<file path="src/rtl/seg7_scan_capture_pkg.sv">
// Shared constants for the 7-segment capture block: segment bit positions, the hex pattern table
// and the capture FSM state type.
package seg7_scan_capture_pkg;

  localparam int SEG_A = 0;
  localparam int SEG_B = 1;
  localparam int SEG_C = 2;
  localparam int SEG_D = 3;
  localparam int SEG_E = 4;
  localparam int SEG_F = 5;
  localparam int SEG_G = 6;

  // Entry i is the segment pattern the display encoder emits for nibble i (bit0=a .. bit6=g).
  localparam logic [15:0][6:0] SEG_TABLE = {
    7'h71, 7'h79, 7'h5E, 7'h39, 7'h7C, 7'h77, 7'h6F, 7'h7F,
    7'h07, 7'h7D, 7'h6D, 7'h66, 7'h4F, 7'h5B, 7'h06, 7'h3F
  };

  typedef enum logic [1:0] {
    IDLE  = 2'd0,
    TRACK = 2'd1,
    HELD  = 2'd2
  } cap_state_t;

endpackage

</file>
<file path="src/rtl/seg7_to_hex.sv">
// seg7_to_hex: combinational 7-segment pattern to {hit, nibble}, exact inverse of the encoder.
// Latency: zero cycles; no backpressure (pure function of seg).
module seg7_to_hex
  import seg7_scan_capture_pkg::*;
(
  input  logic [6:0] seg,
  output logic       hit,
  output logic [3:0] nibble
);

  always_comb begin
    hit    = 1'b0;
    nibble = 4'd0;
    for (int i = 0; i < 16; i++) begin
      if (seg == SEG_TABLE[i]) begin
        hit    = 1'b1;
        nibble = 4'(i);
      end
    end
  end

endmodule

</file>
<file path="src/rtl/seg7_scan_capture.sv">
// seg7_scan_capture: recovers per-digit hex nibbles from a multiplexed 7-seg bus (SEG7_CAPTURE_ACTIVE_LOW_EN inverts inputs).
// Latency: commit lands STABLE_CYCLES+1 edges after the first sample; no backpressure, the bus is observed passively.
module seg7_scan_capture
  import seg7_scan_capture_pkg::*;
#(
  parameter int DIGITS        = 4,
  parameter int STABLE_CYCLES = 8,
  parameter int CNT_W         = 4
) (
  input  logic                  clk,
  input  logic                  rst_n,
  input  logic [6:0]            seg_in,
  input  logic [DIGITS-1:0]     dig_sel,
  output logic [4*DIGITS-1:0]   digits_out,
  output logic [DIGITS-1:0]     valid_out,
  output logic                  upd_pulse,
  output logic                  err_pulse,
  output logic [2:0]            upd_idx
);

  logic [6:0]        in_seg;
  logic [DIGITS-1:0] in_sel;

`ifdef SEG7_CAPTURE_ACTIVE_LOW_EN
  assign in_seg = ~seg_in;
  assign in_sel = ~dig_sel;
`else
  assign in_seg = seg_in;
  assign in_sel = dig_sel;
`endif

  logic [6:0]        s_seg, p_seg;
  logic [DIGITS-1:0] s_sel, p_sel;
  cap_state_t        state, nxt_state;
  logic [CNT_W-1:0]  cnt, nxt_cnt, cnt_inc;
  logic              changed, sel_onehot, commit;
  logic [2:0]        sel_idx;
  logic              dec_hit;
  logic [3:0]        dec_nib;

  seg7_to_hex u_dec (
    .seg    (s_seg),
    .hit    (dec_hit),
    .nibble (dec_nib)
  );

  assign changed    = ({s_seg, s_sel} != {p_seg, p_sel});
  assign sel_onehot = $onehot(s_sel);
  assign cnt_inc    = cnt + 1'b1;

  always_comb begin
    sel_idx = 3'd0;
    for (int k = 0; k < DIGITS; k++) begin
      if (s_sel[k]) sel_idx = 3'(k);
    end
  end

  // The commit fires on the edge at which the counter reaches STABLE_CYCLES, so the
  // recovered value appears one edge after the last of the STABLE_CYCLES identical samples.
  always_comb begin
    nxt_state = state;
    nxt_cnt   = cnt;
    commit    = 1'b0;
    if (changed) begin
      nxt_state = sel_onehot ? TRACK : IDLE;
      nxt_cnt   = sel_onehot ? CNT_W'(1) : '0;
    end else begin
      case (state)
        IDLE: begin
          nxt_cnt = '0;
        end
        TRACK: begin
          nxt_cnt = cnt_inc;
          if (cnt_inc == CNT_W'(STABLE_CYCLES)) begin
            commit    = 1'b1;
            nxt_state = HELD;
          end
        end
        HELD: begin
          nxt_cnt = cnt;
        end
        default: begin
          nxt_state = IDLE;
          nxt_cnt   = '0;
        end
      endcase
    end
  end

  always_ff @(posedge clk) begin
    if (!rst_n) begin
      s_seg      <= '0;
      s_sel      <= '0;
      p_seg      <= '0;
      p_sel      <= '0;
      state      <= IDLE;
      cnt        <= '0;
      digits_out <= '0;
      valid_out  <= '0;
      upd_pulse  <= 1'b0;
      err_pulse  <= 1'b0;
      upd_idx    <= 3'd0;
    end else begin
      s_seg     <= in_seg;
      s_sel     <= in_sel;
      p_seg     <= s_seg;
      p_sel     <= s_sel;
      state     <= nxt_state;
      cnt       <= nxt_cnt;
      upd_pulse <= commit && dec_hit;
      err_pulse <= commit && !dec_hit;
      if (commit) begin
        upd_idx <= sel_idx;
        for (int k = 0; k < DIGITS; k++) begin
          if (s_sel[k]) begin
            valid_out[k] <= dec_hit;
            if (dec_hit) digits_out[4*k +: 4] <= dec_nib;
          end
        end
      end
    end
  end

endmodule

</file>
<file path="config.mk">
export PLATFORM = sky130hd
export DESIGN_NAME = seg7_scan_capture
export DESIGN_NICKNAME = d
export VERILOG_FILES = /design/src/rtl/seg7_scan_capture_pkg.sv /design/src/rtl/seg7_to_hex.sv /design/src/rtl/seg7_scan_capture.sv
export SDC_FILE = /design/constraint.sdc
export NUM_CORES = 1
export LEC_CHECK = 0
export ABC_AREA = 1
export CAP_MARGIN = 5
export CORE_MARGIN = 8
export CORE_UTILIZATION = 50
export CTS_BUF_LIST = sky130_fd_sc_hd__clkbuf_2
export DETAILED_ROUTE_END_ITERATION = 6
export PLACE_DENSITY = 0.75
export SETUP_SLACK_MARGIN = 0.02
export SLEW_MARGIN = 20
export SYNTH_ARGS = -nofsm -noshare
export SYNTH_HDL_FRONTEND = slang
export SYNTH_SLANG_ARGS = --single-unit
export TNS_END_PERCENT = 10
</file>
<file path="constraint.sdc">
create_clock -name clk -period 2.3 [get_ports clk]
set_clock_uncertainty 0.05 [all_clocks]
set_input_delay 0.345 -clock clk [delete_from_list [all_inputs] [get_ports clk]]
set_output_delay 0.345 -clock clk [all_outputs]
set_load 0.01 [all_outputs]
</file>
# Word-level counts from Yosys, hierarchy flattened
# Index checks and enable logic that the tools add are counted.
[classes]
mul = 0
n_addsub = 4
n_eq_ne = 24
n_shift = 0
div = 0
muxes = 44
bitwise_logic = 0
order_cmp = 0
n_reduce_logical = 14
[op_table]
columns = ["cell", "count"]
rows = [
  ["7-bit equality test (second input constant)", 12],
  ["4-bit 2-to-1 mux", 9],
  ["1-bit 2-to-1 mux", 23],
  ["3-bit 2-to-1 mux", 6],
  ["7-bit by 3-bit equality test with 1-bit output (second input constant)", 2],
  ["7-bit by 6-bit equality test with 1-bit output (second input constant)", 2],
  ["3-bit AND reduction", 4],
  ["11-bit inequality test", 1],
  ["2-bit AND reduction", 5],
  ["2-bit 2-to-1 mux", 4],
  ["4-bit case mux with 2 select lines", 1],
  ["1-bit by 1-bit adder with 2-bit output", 2],
  ["4-bit by 1-bit adder with 4-bit output (second input constant)", 1],
  ["4-bit equality test (second input constant)", 1],
  ["2-bit case mux with 2 select lines", 1],
  ["2-bit by 2-bit adder with 3-bit output", 1],
  ["3-bit by 1-bit equality test with 1-bit output (second input constant)", 1],
  ["3-bit inequality test (second input constant)", 1],
  ["2-bit by 1-bit equality test with 1-bit output (second input constant)", 1],
  ["2-bit equality test (second input constant)", 1],
  ["1-bit logical AND", 2],
  ["2-bit logical NOT", 1],
  ["2-bit by 1-bit inequality test with 1-bit output (second input constant)", 1],
  ["2-bit inequality test (second input constant)", 1],
  ["other kinds (2)", 2],
]
[word_totals]
ram_bits = 0
input_bits = 13
reg_bits = 53
word_cells = 103
n_memories = 0
out_inout_bits = 25
latch_bits = 0
rom_bits = 0

# Logic depth before layout (Yosys ltp)
# Gate-level depths: netlist of the first run.
[logic_depth]
depth_word = 19
ltp_mapped = 13
ltp_nobuf = 12

# Hierarchy
# Synthesis of the first run repeated with hierarchy kept, for this count alone.
[unflattened]
cells_unflattened = 347
hier_area_um2 = 2570.0
[by_module_without_submodules]
columns = ["mod", "cells_per_inst", "seq_area_each_um2", "area_each_um2", "instances"]
rows = [
  ["seg7_scan_capture", 280, 1041.0, 2237.1, 1],
  ["seg7_to_hex", 67, 0.0, 332.8, 1],
]

# Worst setup path before layout of the first run
# Ideal clock, no wire load.
[synth_timing]
path_type = "register -> register"
start = "register s_sel[0]"
end = "register cnt[0]"
n_path_buf = 0
setup_ns = 0.074
setup_slack_ns = 0.443
required_ns = 2.176
arrival_time_ns = 1.733
stages_incl_launch_ff = 9
path_cell_list = "dfxtp_1 -> inv_1 -> fa_1 -> inv_1 -> ha_1 -> ha_1 -> nor2_1 -> nand3_1 -> a31oi_1"
[synth_between]
elab_chain_cells = 5
elab_cells_between_ends = 7
cone_classes = "add/sub: 2; eq/ne: 3; mux: 2"
[synth_lines]
columns = ["element", "line", "rtl"]
rows = [
  ["start, declared", "seg7_scan_capture.sv:33", "logic [DIGITS-1:0] s_sel, p_sel;"],
  ["start signal, assigned", "seg7_scan_capture.sv:105", "s_sel <= in_sel;"],
  ["1-bit by 1-bit adder with 2-bit output (not written as such)", "seg7_scan_capture.sv:48", "assign sel_onehot = $onehot(s_sel);"],
  ["2-bit by 2-bit adder with 3-bit output (not written as such)", "seg7_scan_capture.sv:48", ""],
  ["3-bit by 1-bit equality test with 1-bit output", "seg7_scan_capture.sv:48", ""],
  ["1-bit 2-to-1 mux", "seg7_scan_capture.sv:66", "nxt_cnt = sel_onehot ? CNT_W'(1) : '0;"],
  ["4-bit 2-to-1 mux", "seg7_scan_capture.sv:64", "if (changed) begin"],
  ["end signal, assigned", "seg7_scan_capture.sv:109", "cnt <= nxt_cnt;"],
  ["end, declared", "seg7_scan_capture.sv:35", "logic [CNT_W-1:0] cnt, nxt_cnt, cnt_inc;"],
]
# Parallel ways exist; a longest one is shown, timed or not.
# A chain may end at the register's enable or synchronous reset.

# Final worst setup path of the first run
# Same ends and word-level chain as after synthesis.

==> impl_metrics.env, run 1 <==
export IMPL_synth_top_area_cell="dfxtp_1"
export IMPL_drc=0
export IMPL_period_minus_slack_ns=2.066
export IMPL_min_from="dig_sel[0]"
export IMPL_yosys_register_bits=52
export IMPL_antenna_found_initial=0
export IMPL_synth_compound_area_share_pct=6.732
export IMPL_drive_above_1_share_pct=8.929
export IMPL_muxShareOfSynthArea_pct=0
export IMPL_tns_ns=0
export IMPL_hold_buffers=0
export IMPL_fin_crit_sh_pct=89.84
export IMPL_clock_fmax_mhz=483.9
export IMPL_powerDensity_nw_per_um2=498.0
export IMPL_synthSimpleGateAreaFrac_pct=35.51
export IMPL_dr_first_iter_drc_count=95
export IMPL_final_nets=409
export IMPL_layout_commonest_cell="nand2_1"
export IMPL_ant_nets=0
export IMPL_cp_required_ns=2.63
export IMPL_grt_total_usage_pct=14.26
export IMPL_routed_wirelength_mm=4.947
export IMPL_design_portCount=38
export IMPL_cts_buffer_depth=2
export IMPL_critPathKind="reg -> reg"
export IMPL_synth_fa_ha_area_share_pct=2.878
export IMPL_critical_path_arrival_ns=2.39
export IMPL_rsz0062_at_grt="no"
export IMPL_cp_end_kind="register"
export IMPL_synth_xor_area_share_pct=1.799
export IMPL_syn_area_um2=2435
export IMPL_ctsHtreeMaxLevel=2
export IMPL_synth_top_area_share_pct=42.75
export IMPL_grt_pass1_wl_mm=8.549
export IMPL_cts_sinks=52
export IMPL_syn_to_final_growth_pct=19.48
export IMPL_reg2reg_from="s_sel[0]"
export IMPL_vias_per_cell=4.776
export IMPL_status="complete, no violations"
export IMPL_critPathMaxFanout=4
export IMPL_post_cts_buffers=0
export IMPL_hold_class="in -> reg"
export IMPL_crit_start="s_sel[0]"
export IMPL_diodes=0
export IMPL_final_seq_area_um2=1045
export IMPL_start_kind="register"
export IMPL_path_clk_slew_ns=0.25
export IMPL_avgRoutedWirePerCell_um=10.78
export IMPL_tightest_slew_ns=0.7590
export IMPL_cts_buffers=5
export IMPL_core_area_um2=4723
export IMPL_setup_violations=0
export IMPL_synth_area_per_cell_um2=6.917
export IMPL_placed_cells=451
export IMPL_maxSlewViolCount=0
export IMPL_peakVddDrop_mv=0.3123
export IMPL_syn_inst=352
export IMPL_yosysUniqueCellTypes=28
export IMPL_cts_tree="built"
export IMPL_gp_congestion=0.8728
export IMPL_mostFrequentLayoutCells="nand2_1, inv_1, dfxtp_1, clkdlybuf4s50_1, nor2_1"
export IMPL_die_w_um=85.79
export IMPL_max_slew_margin_rel_pct=49.34
export IMPL_dieArea_um2=7359
export IMPL_first_global_vias=1976
export IMPL_rows=25
export IMPL_cts_repair_resized=0
export IMPL_num_fill_cells=438
export IMPL_initial_utilization_pct=51.55
export IMPL_root_buffer="clkbuf_2"
export IMPL_die_h_um=85.79
export IMPL_via_count=2192
export IMPL_worstSkewPairLatency_ns=0.43
export IMPL_place_hpwl_mm=3.856
export IMPL_leakage_nw=1.348
export IMPL_io_buffers=36
export IMPL_synth_top_family_by_area="simple AND/OR/NAND/NOR gates"
export IMPL_max_cap_violations=0
export IMPL_multi_input_comb_area_um2=1146
export IMPL_yosysSeqAreaShare_pct=42.75
export IMPL_synth_nets=370
export IMPL_synth_warnings=0
export IMPL_overflow=0
export IMPL_grt_max_degree=29
export IMPL_synthTopCellsByArea="dfxtp_1, nand2_1, inv_1, nor2_1, a21oi_1"
export IMPL_final_cells=459
export IMPL_hold_violations=0
export IMPL_dr_pass1_iters=4
-- final cells by class --
class | instances | share of cell area (%)
Clock buffer | 6 | 1.032
Clock inverter | 2 | 0.3871
Inverter | 56 | 7.226
Multi-Input combinational cell | 237 | 39.40
Sequential cell | 52 | 35.91
Tap cell | 67 | 2.882
Timing Repair Buffer | 39 | 13.16
-- cells by family (layout without fill, tap and decap cells) --
| group | after synthesis | after routing |
|---|---|---|
| AOI/OAI and AO/OA | 30 | 30 |
| buffers and inverters | 63 | 103 |
| other | 1 | 1 |
| DFF | 52 | 52 |
| and+or+nand+nor | 196 | 196 |
| xor gates and xnor gates | 5 | 5 |
| adders and majority gates | 5 | 5 |
-- stage by stage --
stage | total power [mW] | setup WS [ns] | instance area [um^2] | utilization (%) | hold WS [ns]
final | 1.449 | 0.2336 | 2909 | 61.59 | 0.3432
after global routing | 1.515 | 0.03557 | 2909 | 61.59 | 0.3101
after detailed placement | 1.108 | 0.2792 | 2864 | 60.64 | 0.4032
after floorplan | 1.061 | 0.4431 | 2435 | - | 0.3835
after CTS | 1.459 | 0.2401 | 2905 | 61.51 | 0.3254
after global placement | 1.104 | 0.3016 | 2864 | 60.64 | 0.3991
-- final timing paths --
path / end / slack [ns] / cells after the start
max: cnt[0] / 0.23 / 8
min: s_sel[0] / 0.34 / 3
min reg2reg: digits_out[6] / 0.43 / 2
max reg2reg: cnt[0] / 0.23 / 8
-- synth_stat cells --
cell type    n
buf_6        1
nand3_1     21
ha_1         4
xnor2_1      5
nand3_2      1
o22ai_1      2
dfxtp_1     52
o21ai_0      3
nor3_1       2
a31oi_1      1
nor2_1      35
inv_1       54
a21oi_2      2
a21oi_1     21
inv_2        2
nor2_4       2
nand2_2      7
o211ai_1     1
conb_1       1
nand3b_1     2
nor2_2       5
nand2_1    110
nand4_1      8
nor3_2       1
fa_1         1
buf_4        1
nand2_4      2
clkbuf_1     5
-- registers in the layout (all words and copies together) (netlist names), 4 cells and up --
name and flops:
p_seg 7, s_seg 7, s_sel 4, digits_out 16, valid_out 4, p_sel 4
cnt 4
-- where the power goes --
part / leakage [nW] / internal [mW] / switching [mW]
registers: 0.425 / 0.927 / 0.0221
clock network: 0.0266 / 0.0757 / 0.282
logic: 0.896 / 0.0584 / 0.0834
-- per-layer routing --
layer  up-vias  GRT usage [%]  wire length [um]
met2        47          24.19              2237
met5         -              0                 0
met1       974          16.18              2363
met4         0          5.892                95
li1       1160              -                 -
met3        11          4.394               251
-- worst max-delay path, stage by stage, from the launching register on --
cell	delay, ns
dfxtp_1	0.44
inv_1	0.11
fa_1	0.53
inv_1	0.04
ha_1	0.17
ha_1	0.28
nor2_1	0.11
nand3_1	0.11
a31oi_1	0.18
Note: power is estimated with default switching activity, not from simulation.
==> inputs of run 2 (changes only) <==
Settings changed: GPL_TIMING_DRIVEN set to 0.
==> run 2 against run 1 <==
Against the previous run:
- critical path depth up 4
- die area unchanged
- register-to-register slack about the same
- cell area up 0.60%
- final cell count up 0.87%
- sequential share of layout area down 0.22 points
- wire length up 4.0%
- clock-buffer cell count unchanged
- clock power up 2%
- critical endpoint is now digits_out[3]
- highest routed layer unchanged
==> impl_metrics.env, run 2 (synthesis results as in run 1) <==
export IMPL_power_total_mw=1.457
export IMPL_setup_slack_ns=0.2471
export IMPL_clock_fmax_mhz=487.1
export IMPL_ctsHtreeMaxLevel=2
export IMPL_top_register="digits_out"
export IMPL_core_area_um2=4723
export IMPL_dieArea_um2=7359
export IMPL_initial_utilization_pct=51.55
export IMPL_diodes=0
export IMPL_top_regs="digits_out (16), p_seg (7), s_seg (7)"
export IMPL_hold_class="in -> reg"
export IMPL_die_h_um=85.79
export IMPL_ant_nets=0
export IMPL_maxSlewViolCount=0
export IMPL_cp_end_kind="register"
export IMPL_start_kind="register"
export IMPL_cpPeakStageDelay_ns=0.44
export IMPL_antenna_found_initial=0
export IMPL_max_cap_violations=0
export IMPL_first_global_vias=2054
export IMPL_routed_wirelength_mm=5.146
export IMPL_tns_ns=0
export IMPL_preCtsSetupSlack_ns=0.2107
export IMPL_worstSkewPairLatency_ns=0.43
export IMPL_setup_violations=0
export IMPL_leakage_nw=1.350
export IMPL_max_slew_margin_rel_pct=64.31
export IMPL_slowest_stage="dfxtp_2"
export IMPL_status="complete, no violations"
export IMPL_grt_total_usage_pct=14.68
export IMPL_final_nets=413
export IMPL_critical_path_arrival_ns=2.32
export IMPL_fin_crit_sh_pct=89.26
export IMPL_grt_pass1_wl_mm=8.825
export IMPL_crit_chain="ha_1 > inv_1 > nand2_1 > nand2_1 > nor2_1 > nand2_1 > nor2_4 > nand3_2 > nor2_1 > nand2_1 > nand2_1 > a21oi_1"
export IMPL_cts_tree="built"
export IMPL_root_buffer="clkbuf_2"
export IMPL_cts_buffers=5
export IMPL_path_clk_slew_ns=0.25
export IMPL_tightest_slew_ns=0.5353
export IMPL_avgRoutedWirePerCell_um=11.11
export IMPL_critPathKind="reg -> reg"
export IMPL_peakVddDrop_mv=0.3676
export IMPL_cp_common_cell="nand2_1"
export IMPL_gp_congestion=0.8421
export IMPL_cp_required_ns=2.57
export IMPL_period_minus_slack_ns=2.053
export IMPL_design_portCount=38
export IMPL_critPathMaxFanout=7
export IMPL_syn_to_final_growth_pct=20.20
export IMPL_dr_pass1_iters=4
export IMPL_mostFrequentLayoutCells="nand2_1, inv_1, dfxtp_1, clkdlybuf4s50_1, nor2_1"
export IMPL_dr_first_iter_drc_count=104
export IMPL_via_count=2200
export IMPL_hold_violations=0
export IMPL_rows=25
export IMPL_worst_path_buf_inv=1
export IMPL_cts_sinks=52
export IMPL_drive_above_1_share_pct=8.838
export IMPL_vias_per_cell=4.752
export IMPL_drc=0
export IMPL_largest_register_ffs=16
export IMPL_powerDensity_nw_per_um2=498.0
export IMPL_cts_buffer_depth=2
export IMPL_grt_max_degree=16
export IMPL_cp_top_family="simple AND/OR/NAND/NOR gates"
export IMPL_overflow=0
export IMPL_layout_commonest_cell="nand2_1"
export IMPL_rsz0062_at_grt="no"
export IMPL_place_hpwl_mm=4.111
export IMPL_die_w_um=85.79
export IMPL_io_buffers=36
## run 2: cell types whose count changed in the layout (fill, tap and decap cells not counted)
| cell | before | now |
|---|---|---|
| buf_4 | 3 | 1 |
| buf_6 | 0 | 1 |
| clkbuf_1 | 0 | 5 |
| nor2_1 | 35 | 34 |
| nor2_2 | 5 | 6 |
## run 2: power breakdown
part	internal, mW	switching (mW)	total, mW
registers	0.928	0.0246	0.952
logic	0.0574	0.0825	0.140
clock network	0.0757	0.290	0.365
## run 2: metrics by stage
step | cells | hold WS, ns | instance area (um^2) | util, %
final | 463 | 0.3426 | 2927 | 61.96
after global routing | 463 | 0.3135 | 2927 | 61.96
after CTS | 463 | 0.3241 | 2920 | 61.83
after detailed placement | 455 | 0.4063 | 2879 | 60.95
after global placement | 455 | 0.3977 | 2879 | 60.95
after floorplan | 352 | 0.3835 | 2435 | -
## run 2: worst paths after layout
| path | from | end | slack (ns) | depth (start not counted) |
|---|---|---|---|---|
| worst max-delay path | cnt[0] | digits_out[3] | 0.25 | 12 |
| worst max register to register | cnt[0] | digits_out[3] | 0.25 | 12 |
| worst min-delay path | dig_sel[1] | s_sel[1] | 0.34 | 3 |
| worst min register to register | digits_out[6] | digits_out[6] | 0.43 | 2 |
## run 2: worst min-delay path, stage by stage
cell             delay (ns)
clkdlybuf4s50_1        0.39
nand2_1                0.06
inv_1                  0.03
## run 2: per-layer routing
| layer | vias to the layer above | track usage (%) | wire (um) |
|---|---|---|---|
| met5 | - | 0 | 0 |
| met4 | 0 | 4.777 | 59 |
| met3 | 6 | 3.629 | 222 |
| met2 | 43 | 26.45 | 2512 |
| met1 | 990 | 16.41 | 2352 |
| li1 | 1161 | - | - |
## run 2: cell type report
type / instances / area (um^2)
Buffer: 7 / 37.54
Clock buffer: 6 / 30.03
Clock inverter: 2 / 11.26
Fill cell: 453 / 1797
Inverter: 56 / 210.2
Multi-Input combinational cell: 237 / 1149
Sequential cell: 52 / 1045
Tap cell: 67 / 83.83
Timing Repair Buffer: 36 / 360.3
## run 2: repair_timing
action / in CTS / in global routing
endpoints found under the setup margin: 0 / 13
hold buffers: 0 / 0
gates resized for setup: 0 / 4
setup buffers: 0 / 0
==> inputs of run 3 (changes only) <==
Clock period 2.3 ns to 2.2 ns, I/O delays scaled along.
==> run 3 against run 2 <==
Against the previous run:
- setup slack lost 0.054 ns
- clock-buffer cell count is the same
- non-clock buffer count is the same
- cell area grew 0.73%
- via count shrank 0.36%
- sequential share of layout area shrank 0.13 points
- sequential power grew 4.6%
- fmax grew 2.3%
- final cell count is the same
- die area is the same
- combinational power grew 6%
- highest routed layer unchanged
==> impl_metrics.env, run 3 (synthesis results as in run 1) <==
export IMPL_status="complete, no violations"
export IMPL_use_met3_pct=3.629
export IMPL_max_slew_margin_rel_pct=64.84
export IMPL_worst_r2r_path_depth=8
export IMPL_routed_wirelength_mm=5.139
export IMPL_avgRoutedWirePerCell_um=11.10
export IMPL_syn_to_final_growth_pct=21.07
export IMPL_reg2reg_from="s_sel[0]"
export IMPL_design_portCount=38
export IMPL_top_register="digits_out"
export IMPL_critical_path_arrival_ns=2.34
export IMPL_preCtsSetupSlack_ns=0.1107
export IMPL_peakVddDrop_mv=0.4080
export IMPL_rrSetupSlack_ns=0.19
export IMPL_worstSkewPairLatency_ns=0.43
export IMPL_grt_busiest_layer="met2"
export IMPL_hold_class="in -> reg"
export IMPL_first_global_vias=2054
export IMPL_powerDensity_nw_per_um2=517.7
export IMPL_root_buffer="clkbuf_2"
export IMPL_grt_max_degree=16
export IMPL_final_nets=413
export IMPL_hold_buffers=0
export IMPL_dieArea_um2=7359
export IMPL_clock_fmax_mhz=498.2
export IMPL_path_clk_slew_ns=0.25
export IMPL_layout_commonest_cell="nand2_1"
export IMPL_dr_pass1_iters=4
export IMPL_grt_util_met2_pct=26.45
export IMPL_io_buffers=36
export IMPL_diodes=0
export IMPL_gp_congestion=0.8421
export IMPL_initial_utilization_pct=51.55
export IMPL_period_minus_slack_ns=2.007
export IMPL_mostFrequentLayoutCells="nand2_1, inv_1, dfxtp_1, clkdlybuf4s50_1, nor2_1"
export IMPL_leakage_nw=1.352
export IMPL_tightest_slew_ns=0.5274
export IMPL_hold_violations=0
export IMPL_vias_per_cell=4.734
export IMPL_antenna_found_initial=0
export IMPL_critPathMaxFanout=4
export IMPL_setup_slack_ns=0.1926
export IMPL_max_cap_violations=0
export IMPL_largest_register_ffs=16
export IMPL_ant_nets=0
export IMPL_dr_first_iter_drc_count=76
export IMPL_ctsHtreeMaxLevel=2
export IMPL_die_h_um=85.79
export IMPL_cp_end_kind="register"
export IMPL_cpPeakStageDelay_ns=0.54
export IMPL_drc=0
export IMPL_reg2reg_to="cnt[0]"
export IMPL_hold_depth=3
export IMPL_slowest_stage="fa_1"
export IMPL_critPathKind="reg -> reg"
export IMPL_via_count=2192
export IMPL_place_hpwl_mm=4.111
export IMPL_cp_top_family="adder cells"
export IMPL_overflow=0
export IMPL_whs_ns=0.3228
export IMPL_cp_required_ns=2.54
export IMPL_cts_tree="built"
export IMPL_grt_total_usage_pct=14.68
export IMPL_setup_violations=0
export IMPL_min_to="s_sel[1]"
export IMPL_cts_buffers=5
export IMPL_maxSlewViolCount=0
export IMPL_start_kind="register"
export IMPL_core_area_um2=4723
export IMPL_rsz0062_at_grt="no"
export IMPL_grt_use_met1_pct=16.41
export IMPL_rows=25
export IMPL_min_from="dig_sel[1]"
export IMPL_cts_sinks=52
export IMPL_crit_chain="inv_1 > fa_1 > inv_1 > ha_1 > ha_1 > nor2_1 > nand3_1 > a31oi_1"
export IMPL_worst_path_buf_inv=2
export IMPL_die_w_um=85.79
export IMPL_tns_ns=0
export IMPL_top_regs="digits_out (16), p_seg (7), s_seg (7)"
export IMPL_drive_above_1_share_pct=10.61
export IMPL_fin_crit_sh_pct=91.25
export IMPL_cts_buffer_depth=2
export IMPL_grt_pass1_wl_mm=8.825
[run 3: how the worst max path moves through the flow]
stage	startpoint	to	slack, ns	depth (start not counted)
floorplan	s_sel[0]	cnt[0]	0.34	8
global placement	cnt[0]	digits_out[7]	0.18	12
detailed placement	cnt[0]	digits_out[7]	0.11	12
CTS	cnt[0]	digits_out[4]	0.08	12
global route	cnt[0]	digits_out[5]	0.03	12
finish	s_sel[0]	cnt[0]	0.19	8
[run 3: power by group]
group | leakage (nW) | internal, mW | switching [mW]
sequential | 0.426 | 0.970 | 0.0257
combinational | 0.899 | 0.0607 | 0.0887
clock | 0.0266 | 0.0791 | 0.301
total | 1.35 | 1.11 | 0.416
[run 3: worst register-to-register path, cell delays in order, from the launching register on]
cell and delay, ns:
dfxtp_2 0.41, inv_1 0.09, fa_1 0.54, inv_1 0.04, ha_1 0.17, ha_1 0.27, nor2_1 0.11, nand3_1 0.12
a31oi_1 0.17
[run 3: per-stage QoR]
| step | area [um^2] | util, % | instances | total power, mW |
|---|---|---|---|---|
| floorplan | 2435 | - | 352 | 1.109 |
| global placement | 2879 | 60.95 | 455 | 1.155 |
| detailed placement | 2879 | 60.95 | 455 | 1.159 |
| CTS | 2920 | 61.83 | 463 | 1.535 |
| global route | 2948 | 62.41 | 463 | 1.596 |
| finish | 2948 | 62.41 | 463 | 1.526 |
[run 3: what timing repair did]
item	CTS	global route
endpoints found under the hold margin	0	0
buffers inserted	0	0
setup endpoints to repair	0	21
gates resized for setup	0	12
[run 3: area by class of cell]
type	instances	area [um^2]
fill	447	1775
clock inverter	2	11.26
inverter	56	210.2
sequential	52	1049
multi-input combinational	237	1166
tap	67	83.83
clock buffer	6	30.03
buffer	7	37.54
timing repair buffer	36	360.3
[run 3: routing by layer]
| layer | vias up | share of wire, % |
|---|---|---|
| li1 | 1162 | - |
| met1 | 985 | 46 |
| met2 | 39 | 49 |
| met3 | 6 | 4.0 |
| met4 | 0 | 1.1 |
| met5 | - | 0 |
